<file path="config.mk">
export PLATFORM = sky130hd
export DESIGN_NAME = axi_lite_arbiter_flat
export DESIGN_NICKNAME = d
export VERILOG_FILES = /design/src/rtl/axi_lite_arbiter_pkg.sv /design/src/rtl/axi_lite_arbiter_if.sv /design/src/rtl/axi_lite_arbiter_grant.sv /design/src/rtl/axi_lite_arbiter.sv /design/src/flat_wrapper.sv
export SDC_FILE = /design/constraint.sdc
export NUM_CORES = 1
export LEC_CHECK = 0
export CELL_PAD_IN_SITES_DETAIL_PLACEMENT = 0
export CELL_PAD_IN_SITES_GLOBAL_PLACEMENT = 1
export CORE_AREA = 2 2 177 179
export CTS_BUF_LIST = sky130_fd_sc_hd__clkbuf_4 sky130_fd_sc_hd__clkbuf_8
export CTS_CLUSTER_DIAMETER = 40
export DETAILED_ROUTE_END_ITERATION = 6
export DIE_AREA = 0 0 179 181
export HOLD_SLACK_MARGIN = 0.05
export PLACE_DENSITY = 0.77
export SYNTH_ARGS = -nofsm -noshare
export SYNTH_HDL_FRONTEND = slang
export SYNTH_SLANG_ARGS = --single-unit
</file>
<file path="constraint.sdc">
create_clock -name clk -period 4.8 [get_ports clk]
set_clock_uncertainty 0.2 [all_clocks]
set_input_delay 0.96 -clock clk [delete_from_list [all_inputs] [get_ports clk]]
set_output_delay 0.96 -clock clk [all_outputs]
set_load 0.05 [all_outputs]
</file>
<file path="src/rtl/axi_lite_arbiter_pkg.sv">
// Shared types and constants for the two-to-one AXI4-Lite arbiter.
package axi_lite_arbiter_pkg;

  typedef enum logic [2:0] {
    IDLE,
    RADDR,
    RDATA,
    WREQ,
    WRESP
  } arb_state_e;

  typedef logic port_id_t;

  localparam port_id_t PORT_S0 = 1'b0;
  localparam port_id_t PORT_S1 = 1'b1;

  localparam logic [1:0] RESP_OKAY   = 2'b00;
  localparam logic [1:0] RESP_SLVERR = 2'b10;
  localparam logic [1:0] RESP_DECERR = 2'b11;

endpackage

</file>
<file path="src/rtl/axi_lite_arbiter_if.sv">
// AXI4-Lite bundle used for both requester ports and the shared memory master port.
interface axi_lite_arbiter_if #(
  parameter int ADDR_W = 32,
  parameter int DATA_W = 32
);

  logic [ADDR_W-1:0]   araddr;
  logic [2:0]          arprot;
  logic                arvalid;
  logic                arready;
  logic [DATA_W-1:0]   rdata;
  logic [1:0]          rresp;
  logic                rvalid;
  logic                rready;
  logic [ADDR_W-1:0]   awaddr;
  logic [2:0]          awprot;
  logic                awvalid;
  logic                awready;
  logic [DATA_W-1:0]   wdata;
  logic [DATA_W/8-1:0] wstrb;
  logic                wvalid;
  logic                wready;
  logic [1:0]          bresp;
  logic                bvalid;
  logic                bready;

  // Master drives requests and response-accepts; slave drives the rest.
  modport master (
    output araddr, arprot, arvalid, rready,
    output awaddr, awprot, awvalid, wdata, wstrb, wvalid, bready,
    input  arready, rdata, rresp, rvalid,
    input  awready, wready, bresp, bvalid
  );

  modport slave (
    input  araddr, arprot, arvalid, rready,
    input  awaddr, awprot, awvalid, wdata, wstrb, wvalid, bready,
    output arready, rdata, rresp, rvalid,
    output awready, wready, bresp, bvalid
  );

endinterface

</file>
<file path="src/rtl/axi_lite_arbiter_grant.sv">
// Two-requester grant logic; round-robin pointer when ARB_ROUND_ROBIN_EN is defined,
// otherwise fixed priority with s1 over s0.
module arb_grant2
  import axi_lite_arbiter_pkg::*;
(
  input  logic       clk,
  input  logic       rst,
  input  logic [1:0] req,
  input  logic       update,
  output logic [1:0] gnt
);

`ifdef ARB_ROUND_ROBIN_EN
  port_id_t last;

  // Pointer starts at s1 so that s0 wins the first contended cycle.
  always_ff @(posedge clk) begin
    if (rst) begin
      last <= PORT_S1;
    end else if (update) begin
      last <= gnt[1];
    end
  end

  always_comb begin
    gnt = req;
    if (req == 2'b11) begin
      gnt = (last == PORT_S1) ? 2'b01 : 2'b10;
    end
  end
`else
  logic unused_rr_inputs;

  assign gnt = {req[1], req[0] & ~req[1]};
  assign unused_rr_inputs = ^{clk, rst, update};
`endif

endmodule

</file>
<file path="src/rtl/axi_lite_arbiter.sv">
// Two-to-one AXI4-Lite arbiter, one outstanding transaction at a time.
// Define ARB_ROUND_ROBIN_EN for round-robin arbitration; default is fixed s1-over-s0.
module axi_lite_arbiter
  import axi_lite_arbiter_pkg::*;
#(
  parameter int ADDR_W = 32,
  parameter int DATA_W = 32
) (
  input logic                clk,
  input logic                rst,
  axi_lite_arbiter_if.slave  s0,
  axi_lite_arbiter_if.slave  s1,
  axi_lite_arbiter_if.master m
);

  localparam int STRB_W = DATA_W / 8;

  arb_state_e        state;
  arb_state_e        state_next;
  port_id_t          gnt_id;
  port_id_t          grant_port;
  logic [1:0]        rd_req;
  logic [1:0]        wr_req;
  logic [1:0]        req;
  logic [1:0]        gnt;
  logic              grant_fire;
  logic              grant_wr;
  logic              rready_sel;
  logic              bready_sel;
  logic [ADDR_W-1:0] sel_addr;
  logic [2:0]        sel_prot;
  logic [DATA_W-1:0] sel_wdata;
  logic [STRB_W-1:0] sel_wstrb;
  logic [ADDR_W-1:0] addr_q;
  logic [2:0]        prot_q;
  logic [DATA_W-1:0] wdata_q;
  logic [STRB_W-1:0] wstrb_q;
  logic              arvalid_q;
  logic              awvalid_q;
  logic              wvalid_q;

  // A write needs AW and W together; arbitration only happens in IDLE outside reset.
  assign rd_req     = {s1.arvalid, s0.arvalid};
  assign wr_req     = {s1.awvalid & s1.wvalid, s0.awvalid & s0.wvalid};
  assign req        = (rd_req | wr_req) & {2{(state == IDLE) && !rst}};
  assign grant_fire = |gnt;
  assign grant_port = gnt[1];
  assign grant_wr   = (grant_port == PORT_S1) ? wr_req[1] : wr_req[0];
  assign rready_sel = (gnt_id == PORT_S1) ? s1.rready : s0.rready;
  assign bready_sel = (gnt_id == PORT_S1) ? s1.bready : s0.bready;

  arb_grant2 u_grant (
    .clk    (clk),
    .rst    (rst),
    .req    (req),
    .update (grant_fire),
    .gnt    (gnt)
  );

  always_comb begin
    sel_wdata = (grant_port == PORT_S1) ? s1.wdata : s0.wdata;
    sel_wstrb = (grant_port == PORT_S1) ? s1.wstrb : s0.wstrb;
    if (grant_wr) begin
      sel_addr = (grant_port == PORT_S1) ? s1.awaddr : s0.awaddr;
      sel_prot = (grant_port == PORT_S1) ? s1.awprot : s0.awprot;
    end else begin
      sel_addr = (grant_port == PORT_S1) ? s1.araddr : s0.araddr;
      sel_prot = (grant_port == PORT_S1) ? s1.arprot : s0.arprot;
    end
  end

  always_ff @(posedge clk) begin
    if (rst) begin
      state <= IDLE;
    end else begin
      state <= state_next;
    end
  end

  // Master-side payload and valids are registered at grant and held until handshake.
  always_ff @(posedge clk) begin
    if (rst) begin
      gnt_id    <= PORT_S0;
      addr_q    <= '0;
      prot_q    <= '0;
      wdata_q   <= '0;
      wstrb_q   <= '0;
      arvalid_q <= 1'b0;
      awvalid_q <= 1'b0;
      wvalid_q  <= 1'b0;
    end else begin
      if (grant_fire) begin
        gnt_id <= grant_port;
        addr_q <= sel_addr;
        prot_q <= sel_prot;
        if (grant_wr) begin
          wdata_q   <= sel_wdata;
          wstrb_q   <= sel_wstrb;
          awvalid_q <= 1'b1;
          wvalid_q  <= 1'b1;
        end else begin
          arvalid_q <= 1'b1;
        end
      end
      if (arvalid_q && m.arready) begin
        arvalid_q <= 1'b0;
      end
      if (awvalid_q && m.awready) begin
        awvalid_q <= 1'b0;
      end
      if (wvalid_q && m.wready) begin
        wvalid_q <= 1'b0;
      end
    end
  end

  assign m.araddr  = addr_q;
  assign m.arprot  = prot_q;
  assign m.arvalid = arvalid_q;
  assign m.awaddr  = addr_q;
  assign m.awprot  = prot_q;
  assign m.awvalid = awvalid_q;
  assign m.wdata   = wdata_q;
  assign m.wstrb   = wstrb_q;
  assign m.wvalid  = wvalid_q;

  // Slave-side handshakes and response routing; the non-granted port stays all zero.
  always_comb begin
    state_next = state;
    s0.arready = 1'b0;
    s0.awready = 1'b0;
    s0.wready  = 1'b0;
    s0.rvalid  = 1'b0;
    s0.rdata   = '0;
    s0.rresp   = '0;
    s0.bvalid  = 1'b0;
    s0.bresp   = '0;
    s1.arready = 1'b0;
    s1.awready = 1'b0;
    s1.wready  = 1'b0;
    s1.rvalid  = 1'b0;
    s1.rdata   = '0;
    s1.rresp   = '0;
    s1.bvalid  = 1'b0;
    s1.bresp   = '0;
    m.rready   = 1'b0;
    m.bready   = 1'b0;
    if (!rst) begin
      unique case (state)
        IDLE: begin
          if (grant_fire) begin
            state_next = grant_wr ? WREQ : RADDR;
            if (grant_port == PORT_S1) begin
              s1.arready = !grant_wr;
              s1.awready = grant_wr;
              s1.wready  = grant_wr;
            end else begin
              s0.arready = !grant_wr;
              s0.awready = grant_wr;
              s0.wready  = grant_wr;
            end
          end
        end
        RADDR: begin
          if (m.arready) begin
            state_next = RDATA;
          end
        end
        RDATA: begin
          m.rready = rready_sel;
          if (gnt_id == PORT_S1) begin
            s1.rvalid = m.rvalid;
            s1.rdata  = m.rdata;
            s1.rresp  = m.rresp;
          end else begin
            s0.rvalid = m.rvalid;
            s0.rdata  = m.rdata;
            s0.rresp  = m.rresp;
          end
          if (m.rvalid && rready_sel) begin
            state_next = IDLE;
          end
        end
        WREQ: begin
          if ((!awvalid_q || m.awready) && (!wvalid_q || m.wready)) begin
            state_next = WRESP;
          end
        end
        WRESP: begin
          m.bready = bready_sel;
          if (gnt_id == PORT_S1) begin
            s1.bvalid = m.bvalid;
            s1.bresp  = m.bresp;
          end else begin
            s0.bvalid = m.bvalid;
            s0.bresp  = m.bresp;
          end
          if (m.bvalid && bready_sel) begin
            state_next = IDLE;
          end
        end
        default: state_next = IDLE;
      endcase
    end
  end

endmodule

</file>
<file path="src/flat_wrapper.sv">
// flat-port wrapper written by rule: the top's interface ports become plain ports
module axi_lite_arbiter_flat import axi_lite_arbiter_pkg::*;
#(
  parameter int ADDR_W = 32,
  parameter int DATA_W = 32
)
  (clk, rst, s0_araddr, s0_arprot, s0_arvalid, s0_rready, s0_awaddr, s0_awprot, s0_awvalid, s0_wdata, s0_wstrb, s0_wvalid, s0_bready, s0_arready, s0_rdata, s0_rresp, s0_rvalid, s0_awready, s0_wready, s0_bresp, s0_bvalid, s1_araddr, s1_arprot, s1_arvalid, s1_rready, s1_awaddr, s1_awprot, s1_awvalid, s1_wdata, s1_wstrb, s1_wvalid, s1_bready, s1_arready, s1_rdata, s1_rresp, s1_rvalid, s1_awready, s1_wready, s1_bresp, s1_bvalid, m_araddr, m_arprot, m_arvalid, m_rready, m_awaddr, m_awprot, m_awvalid, m_wdata, m_wstrb, m_wvalid, m_bready, m_arready, m_rdata, m_rresp, m_rvalid, m_awready, m_wready, m_bresp, m_bvalid);
  axi_lite_arbiter_if #(.ADDR_W(ADDR_W), .DATA_W(DATA_W)) s0_i ();
  axi_lite_arbiter_if #(.ADDR_W(ADDR_W), .DATA_W(DATA_W)) s1_i ();
  axi_lite_arbiter_if #(.ADDR_W(ADDR_W), .DATA_W(DATA_W)) m_i ();
  input logic clk;
  input logic rst;
  input wire logic [$bits(s0_i.araddr)-1:0] s0_araddr;
  input wire logic [$bits(s0_i.arprot)-1:0] s0_arprot;
  input wire logic [$bits(s0_i.arvalid)-1:0] s0_arvalid;
  input wire logic [$bits(s0_i.rready)-1:0] s0_rready;
  input wire logic [$bits(s0_i.awaddr)-1:0] s0_awaddr;
  input wire logic [$bits(s0_i.awprot)-1:0] s0_awprot;
  input wire logic [$bits(s0_i.awvalid)-1:0] s0_awvalid;
  input wire logic [$bits(s0_i.wdata)-1:0] s0_wdata;
  input wire logic [$bits(s0_i.wstrb)-1:0] s0_wstrb;
  input wire logic [$bits(s0_i.wvalid)-1:0] s0_wvalid;
  input wire logic [$bits(s0_i.bready)-1:0] s0_bready;
  output wire logic [$bits(s0_i.arready)-1:0] s0_arready;
  output wire logic [$bits(s0_i.rdata)-1:0] s0_rdata;
  output wire logic [$bits(s0_i.rresp)-1:0] s0_rresp;
  output wire logic [$bits(s0_i.rvalid)-1:0] s0_rvalid;
  output wire logic [$bits(s0_i.awready)-1:0] s0_awready;
  output wire logic [$bits(s0_i.wready)-1:0] s0_wready;
  output wire logic [$bits(s0_i.bresp)-1:0] s0_bresp;
  output wire logic [$bits(s0_i.bvalid)-1:0] s0_bvalid;
  input wire logic [$bits(s1_i.araddr)-1:0] s1_araddr;
  input wire logic [$bits(s1_i.arprot)-1:0] s1_arprot;
  input wire logic [$bits(s1_i.arvalid)-1:0] s1_arvalid;
  input wire logic [$bits(s1_i.rready)-1:0] s1_rready;
  input wire logic [$bits(s1_i.awaddr)-1:0] s1_awaddr;
  input wire logic [$bits(s1_i.awprot)-1:0] s1_awprot;
  input wire logic [$bits(s1_i.awvalid)-1:0] s1_awvalid;
  input wire logic [$bits(s1_i.wdata)-1:0] s1_wdata;
  input wire logic [$bits(s1_i.wstrb)-1:0] s1_wstrb;
  input wire logic [$bits(s1_i.wvalid)-1:0] s1_wvalid;
  input wire logic [$bits(s1_i.bready)-1:0] s1_bready;
  output wire logic [$bits(s1_i.arready)-1:0] s1_arready;
  output wire logic [$bits(s1_i.rdata)-1:0] s1_rdata;
  output wire logic [$bits(s1_i.rresp)-1:0] s1_rresp;
  output wire logic [$bits(s1_i.rvalid)-1:0] s1_rvalid;
  output wire logic [$bits(s1_i.awready)-1:0] s1_awready;
  output wire logic [$bits(s1_i.wready)-1:0] s1_wready;
  output wire logic [$bits(s1_i.bresp)-1:0] s1_bresp;
  output wire logic [$bits(s1_i.bvalid)-1:0] s1_bvalid;
  output wire logic [$bits(m_i.araddr)-1:0] m_araddr;
  output wire logic [$bits(m_i.arprot)-1:0] m_arprot;
  output wire logic [$bits(m_i.arvalid)-1:0] m_arvalid;
  output wire logic [$bits(m_i.rready)-1:0] m_rready;
  output wire logic [$bits(m_i.awaddr)-1:0] m_awaddr;
  output wire logic [$bits(m_i.awprot)-1:0] m_awprot;
  output wire logic [$bits(m_i.awvalid)-1:0] m_awvalid;
  output wire logic [$bits(m_i.wdata)-1:0] m_wdata;
  output wire logic [$bits(m_i.wstrb)-1:0] m_wstrb;
  output wire logic [$bits(m_i.wvalid)-1:0] m_wvalid;
  output wire logic [$bits(m_i.bready)-1:0] m_bready;
  input wire logic [$bits(m_i.arready)-1:0] m_arready;
  input wire logic [$bits(m_i.rdata)-1:0] m_rdata;
  input wire logic [$bits(m_i.rresp)-1:0] m_rresp;
  input wire logic [$bits(m_i.rvalid)-1:0] m_rvalid;
  input wire logic [$bits(m_i.awready)-1:0] m_awready;
  input wire logic [$bits(m_i.wready)-1:0] m_wready;
  input wire logic [$bits(m_i.bresp)-1:0] m_bresp;
  input wire logic [$bits(m_i.bvalid)-1:0] m_bvalid;
  assign s0_i.araddr = s0_araddr;
  assign s0_i.arprot = s0_arprot;
  assign s0_i.arvalid = s0_arvalid;
  assign s0_i.rready = s0_rready;
  assign s0_i.awaddr = s0_awaddr;
  assign s0_i.awprot = s0_awprot;
  assign s0_i.awvalid = s0_awvalid;
  assign s0_i.wdata = s0_wdata;
  assign s0_i.wstrb = s0_wstrb;
  assign s0_i.wvalid = s0_wvalid;
  assign s0_i.bready = s0_bready;
  assign s0_arready = s0_i.arready;
  assign s0_rdata = s0_i.rdata;
  assign s0_rresp = s0_i.rresp;
  assign s0_rvalid = s0_i.rvalid;
  assign s0_awready = s0_i.awready;
  assign s0_wready = s0_i.wready;
  assign s0_bresp = s0_i.bresp;
  assign s0_bvalid = s0_i.bvalid;
  assign s1_i.araddr = s1_araddr;
  assign s1_i.arprot = s1_arprot;
  assign s1_i.arvalid = s1_arvalid;
  assign s1_i.rready = s1_rready;
  assign s1_i.awaddr = s1_awaddr;
  assign s1_i.awprot = s1_awprot;
  assign s1_i.awvalid = s1_awvalid;
  assign s1_i.wdata = s1_wdata;
  assign s1_i.wstrb = s1_wstrb;
  assign s1_i.wvalid = s1_wvalid;
  assign s1_i.bready = s1_bready;
  assign s1_arready = s1_i.arready;
  assign s1_rdata = s1_i.rdata;
  assign s1_rresp = s1_i.rresp;
  assign s1_rvalid = s1_i.rvalid;
  assign s1_awready = s1_i.awready;
  assign s1_wready = s1_i.wready;
  assign s1_bresp = s1_i.bresp;
  assign s1_bvalid = s1_i.bvalid;
  assign m_araddr = m_i.araddr;
  assign m_arprot = m_i.arprot;
  assign m_arvalid = m_i.arvalid;
  assign m_rready = m_i.rready;
  assign m_awaddr = m_i.awaddr;
  assign m_awprot = m_i.awprot;
  assign m_awvalid = m_i.awvalid;
  assign m_wdata = m_i.wdata;
  assign m_wstrb = m_i.wstrb;
  assign m_wvalid = m_i.wvalid;
  assign m_bready = m_i.bready;
  assign m_i.arready = m_arready;
  assign m_i.rdata = m_rdata;
  assign m_i.rresp = m_rresp;
  assign m_i.rvalid = m_rvalid;
  assign m_i.awready = m_awready;
  assign m_i.wready = m_wready;
  assign m_i.bresp = m_bresp;
  assign m_i.bvalid = m_bvalid;
  axi_lite_arbiter #(.ADDR_W(ADDR_W), .DATA_W(DATA_W)) u_core (.clk(clk), .rst(rst), .s0(s0_i), .s1(s1_i), .m(m_i));
endmodule
</file>
==> Word-level counts from Yosys, hierarchy flattened <==
Index checks and enable logic that the tools add are counted.
{ "op_classes": {"n_eq_ne": 9, "n_mux": 68, "bitwise": 7, "n_reduce_logical": 21} }
{ "ops": {"columns": ["operator", "count"], "rows": [
  ["2-to-1 mux 32 bit", 10],
  ["2-to-1 mux 1 bit", 35],
  ["2-to-1 mux 2 bit", 13],
  ["2-to-1 mux 3 bit", 8],
  ["one-hot mux 3 bit (5 select lines)", 1],
  ["!= test 2 x 1 -> 1 bit, second input constant", 4],
  ["OR reduction 2 bit", 4],
  ["logical AND 1 bit", 7],
  ["equality test 3 x 2 -> 1 bit, second input constant", 2],
  ["AND reduction 5 bit", 1],
  ["logical NOT 1 bit", 4],
  ["2-to-1 mux 4 bit", 1],
  ["AND reduction 2 bit", 2],
  ["bitwise AND 1 bit", 3],
  ["equality test 3 x 1 -> 1 bit, second input constant", 1],
  ["equality test 3 bit, second input constant", 1],
  ["logical NOT 3 bit", 1],
  ["bitwise AND 2 bit", 1],
  ["logical OR 1 bit", 2],
  ["!= test 2 bit, second input constant", 1],
  ["inverter 1 bit", 2],
  ["OR 2 bit", 1]
]} }
{ "totals": {"ff_bits": 78, "in_bits": 265, "word_cells": 114} }

==> Logic depth before layout (Yosys ltp) <==
{ "depth": {"word_depth": 9, "ltp_mapped": 8, "depth_no_buf": 4} }

==> Modules after synthesis <==
Synthesis repeated with hierarchy kept, for this count alone.
{ "hier_totals": {"cells_unflattened": 596, "hier_area_um2": 5290.1} }
{ "by_module_without_submodules": {"columns": ["module", "n_inst", "cells_each", "area_per_inst_um2", "seq_area_each_um2"], "rows": [
  ["axi_lite_arbiter", 1, 594, 5268.8, 1561.5],
  ["arb_grant2", 1, 2, 21.3, 0.0]
]} }

==> Least setup slack after synthesis <==
No wires, ideal clock.
{ "synth_timing": {"path_type": "input-to-output", "from": "in rst", "to": "out s0_wready", "arrival_ps": 2977, "required_ps": 3640, "slack_ps": 663, "stages": 7, "n_path_buf": 4, "cell_sequence": "or4_4 buf_6 a21o_1 buf_6 buf_2 nor2_1 buf_4"} }
{ "synth_between": {"elab_chain_cells": 9} }
{ "synth_rtl": {"columns": ["element", "line", "source"], "rows": [
  ["start: declaration", "flat_wrapper.sv:12", "input logic rst;"],
  ["logical NOT 1 bit", "axi_lite_arbiter.sv:45", "assign req = (rd_req | wr_req) & {2{(state == IDLE) && !rst}};"],
  ["logical AND 1 bit", "axi_lite_arbiter.sv:45", null],
  ["bitwise AND 2 bit", "axi_lite_arbiter.sv:45", null],
  ["inverter 1 bit", "axi_lite_arbiter_grant.sv:34", "assign gnt = {req[1], req[0] & ~req[1]};"],
  ["bitwise AND 1 bit", "axi_lite_arbiter_grant.sv:34", null],
  ["OR reduction 2 bit", "axi_lite_arbiter.sv:46", "assign grant_fire = |gnt;"],
  ["2-to-1 mux 1 bit (2 in a row)", null, null],
  ["2-to-1 mux 1 bit (*)", null, null],
  ["end: declaration", "flat_wrapper.sv:29", "output wire logic [$bits(s0_i.wready)-1:0] s0_wready;"]
]} }
Every way passes the cells marked *; elsewhere a longest branch is shown, timed or not.

==> Worst setup path in the final report <==
{ "layout_timing": {"from": "in s1_arvalid", "to": "out s0_wready"} }
{ "layout_between": {"elab_chain_cells": 8} }
{ "layout_rtl": {"columns": ["element", "line", "source"], "rows": [
  ["start: declaration", "flat_wrapper.sv:34", "input wire logic [$bits(s1_i.arvalid)-1:0] s1_arvalid;"],
  ["OR 2 bit (*)", "axi_lite_arbiter.sv:45", null],
  ["bitwise AND 2 bit (*)", "axi_lite_arbiter.sv:45", null],
  ["inverter 1 bit", "axi_lite_arbiter_grant.sv:34", null],
  ["bitwise AND 1 bit", "axi_lite_arbiter_grant.sv:34", null],
  ["OR reduction 2 bit", "axi_lite_arbiter.sv:46", null],
  ["2-to-1 mux 1 bit (*)", "axi_lite_arbiter.sv:151", "if (grant_fire) begin"],
  ["2-to-1 mux 1 bit (*)", "axi_lite_arbiter.sv:149", "unique case (state)"],
  ["2-to-1 mux 1 bit (*)", "axi_lite_arbiter.sv:148", "if (!rst) begin"]
]} }
Marks and branches as above.

==> flow_summary.yaml <==
yosys:
  netlist_top_cells_count: "dfxtp_1 (78), and2_1 (76), nand2_1 (58)"
  synth_cells: 614
  yosys.area.top_type: "dfxtp_1"
  synth-seq-area-share: 0.317
  syn_area_mm2: 0.00492
  post-synth-top-count-cell: "dfxtp_1"
  synth_area_leaders: "dfxtp_1 (32%), and2_1 (9.7%), buf_4 (5.6%)"
  ys_seq_elements: 78
  async_flop_share: 0
  syn_nets: 879
  synth_area_per_cell_um2: 8.01
  synth_top_area_frac: 0.317
  ys.flop_type: "dfxtp_1"
  synth.distinct_cells: 40
  synth-edff-count: 0
  ys_warn_count: 0
floorplanning:
  coreArea_mm2: 0.0303
  die_w_um: 179
  fp.dieH_um: 181
  io_pins: 458
  start_util: 0.162
  placementRows: 64
  die_area_mm2: 0.0324
pwr:
  power-per-cell-area_mw_per_mm2: 347
  peakVddDrop_mv: 0.169
  p_total_mw: 3.41
  p_leak_nw: 3.51
grt:
  grt_usage: 0.153
  grt_max_degree: 45
  grt_remaining_overflow: 0
  grt_pass1_wl_mm: 36.9
  grt_antenna_before_repair: 1
  grt_pass1_vias: 5848
placed_design:
  routabilityCongestion: 0.817
  dp_hpwl_mm: 20.5
  portBuffers: 457
timing:
  final.min_clock_period_ps: 3900
  slew_headroom: 0.322
  period_share: 0.813
  worst_pin_slew_ps: 1010
  hold_violations: 0
  fmax_mhz: 256
  finalMaxSlewViolations: 0
  setup_viol: 0
  rsz0062_at_grt: "false"
  setup_tns_ps: 0
drt:
  drc_errors: 0
  ant_nets: 0
  postRouteWirelength_mm: 26.3
  wl_per_cell_um: 18.7
  drt-pass1-iter-count: 4
  drt_iter0_drc: 221
  via_count: 6003
  viasPerCell: 4.28
hold_path:
  min_from: "u_core.m.arvalid"
  hp-class: "register to register"
  holdPathStages: 2
  hold-path-endpoint: "u_core.m.arvalid"
critical_path:
  ff2ff_path_depth: 4
  timing.rr.start: "u_core.state[0]"
  crit_type: "input pin to output pin"
  cp-startpoint: "s1_arvalid"
  arrival_ps: 2740
  worst_setup_path_end_kind: "output pin"
  r2r_end: "u_core.m.wdata[18]"
  cp_max_fo: 19
  regToRegSetupSlack_ps: 2130
  start_kind: "input pin"
  critical_path_required_ps: 3640
clock_network:
  cts_max_path_buffers: 2
  clkLatencyLatePin_ps: 380
  postCtsHoldBufs: 0
  clockRootBuffer: "clkbuf_8"
  post_cts_resized: 0
  cts_sinks: 78
  cts_inserted_buffers: 9
  cts_tree: "yes"
  post_cts_buffers: 0
  clk_pin_slew_ps: 90
  cts.htree.levels: 3
run_status:
  status: "completed"
final_layout:
  fin_nets: 1265
  area_delta_synth_final_pct: 99.6
  layout-drive-gt1-share: 0.0637
  n_fill_cell: 3165
flow_run:
  cap_violations: 0
## how the worst max path moves through the flow
| stage | cells past startpoint | endpoint |
|---|---|---|
| final | 4 | s0_wready |
| after global routing | 5 | s0_awready |
| after CTS | 5 | s0_wready |
| after detailed placement | 5 | s0_wready |
| after global placement | 5 | s0_awready |
| after floorplan | 7 | s0_wready |
## layout by cell type (no fill, tap or decap), drive strengths merged, types with 3 or more instances in the layout
cell type,Yosys,routed
a211oi,36,36
and3,6,6
clkdlybuf4s50,0,440
o221ai,18,18
dfxtp,78,78
mux2i,20,20
or3,37,37
and2,76,76
a21oi,22,22
nand2b,3,3
nand2,58,58
nor2b,4,4
a22oi,18,18
clkbuf,43,10
a22o,17,17
buf,52,30
a221o,17,17
nor2,49,49
o21ai,39,39
## cells by family after synthesis
family / share of synthesized area
AOI/OAI and AO/OA: 0.270
buffers and inverters: 0.115
DFF: 0.317
muxes: 0.0407
and+or+nand+nor: 0.258
## metal layers
metal,global-route usage,part of all wire
met1,0.174,0.39
met5,0,0
met2,0.276,0.51
met3,0.0372,0.076
met4,0.0507,0.020
## power by group
part | switching (mW) | internal (mW)
combinational | 1.20 | 0.720
clock | 0.299 | 0.306
sequential | 0.115 | 0.769
total | 1.61 | 1.79
## metrics by stage
step,area (um2),worst slack (ps),cells,hold WS [ps],util
after floorplan,4920,663,614,324,-
after global placement,9590,904,1385,278,0.316
after detailed placement,9590,894,1385,283,0.316
after CTS,9820,876,1401,303,0.323
after global routing,9820,791,1402,320,0.324
final,9820,898,1402,290,0.324
## worst max-delay path, stage by stage
cell             delay, ps
clkdlybuf4s50_1        680
a21o_1                 600
nor2_1                 270
buf_12                 220
## final cells by class
class,count,area (um2),area share
Antenna cell,1,2.50,0.000255
Clock buffer,10,138,0.0140
Clock inverter,6,85.1,0.00866
Inverter,2,7.51,0.000765
Multi-Input combinational cell,439,2830,0.288
Sequential cell,78,1560,0.159
Tap cell,396,495,0.0505
Timing Repair Buffer,470,4700,0.479
## flip-flops by register name (all words and copies together), names as in the netlist
register          cells
u_core.m.arprot       3
u_core.state          3
u_core.m.arvalid      1
u_core.m.awvalid      1
u_core.m.wdata       32
u_core.m.wvalid       1
u_core.m.wstrb        4
u_core.gnt_id         1
u_core.m.araddr      32
Power figures use the tool's default switching activity.
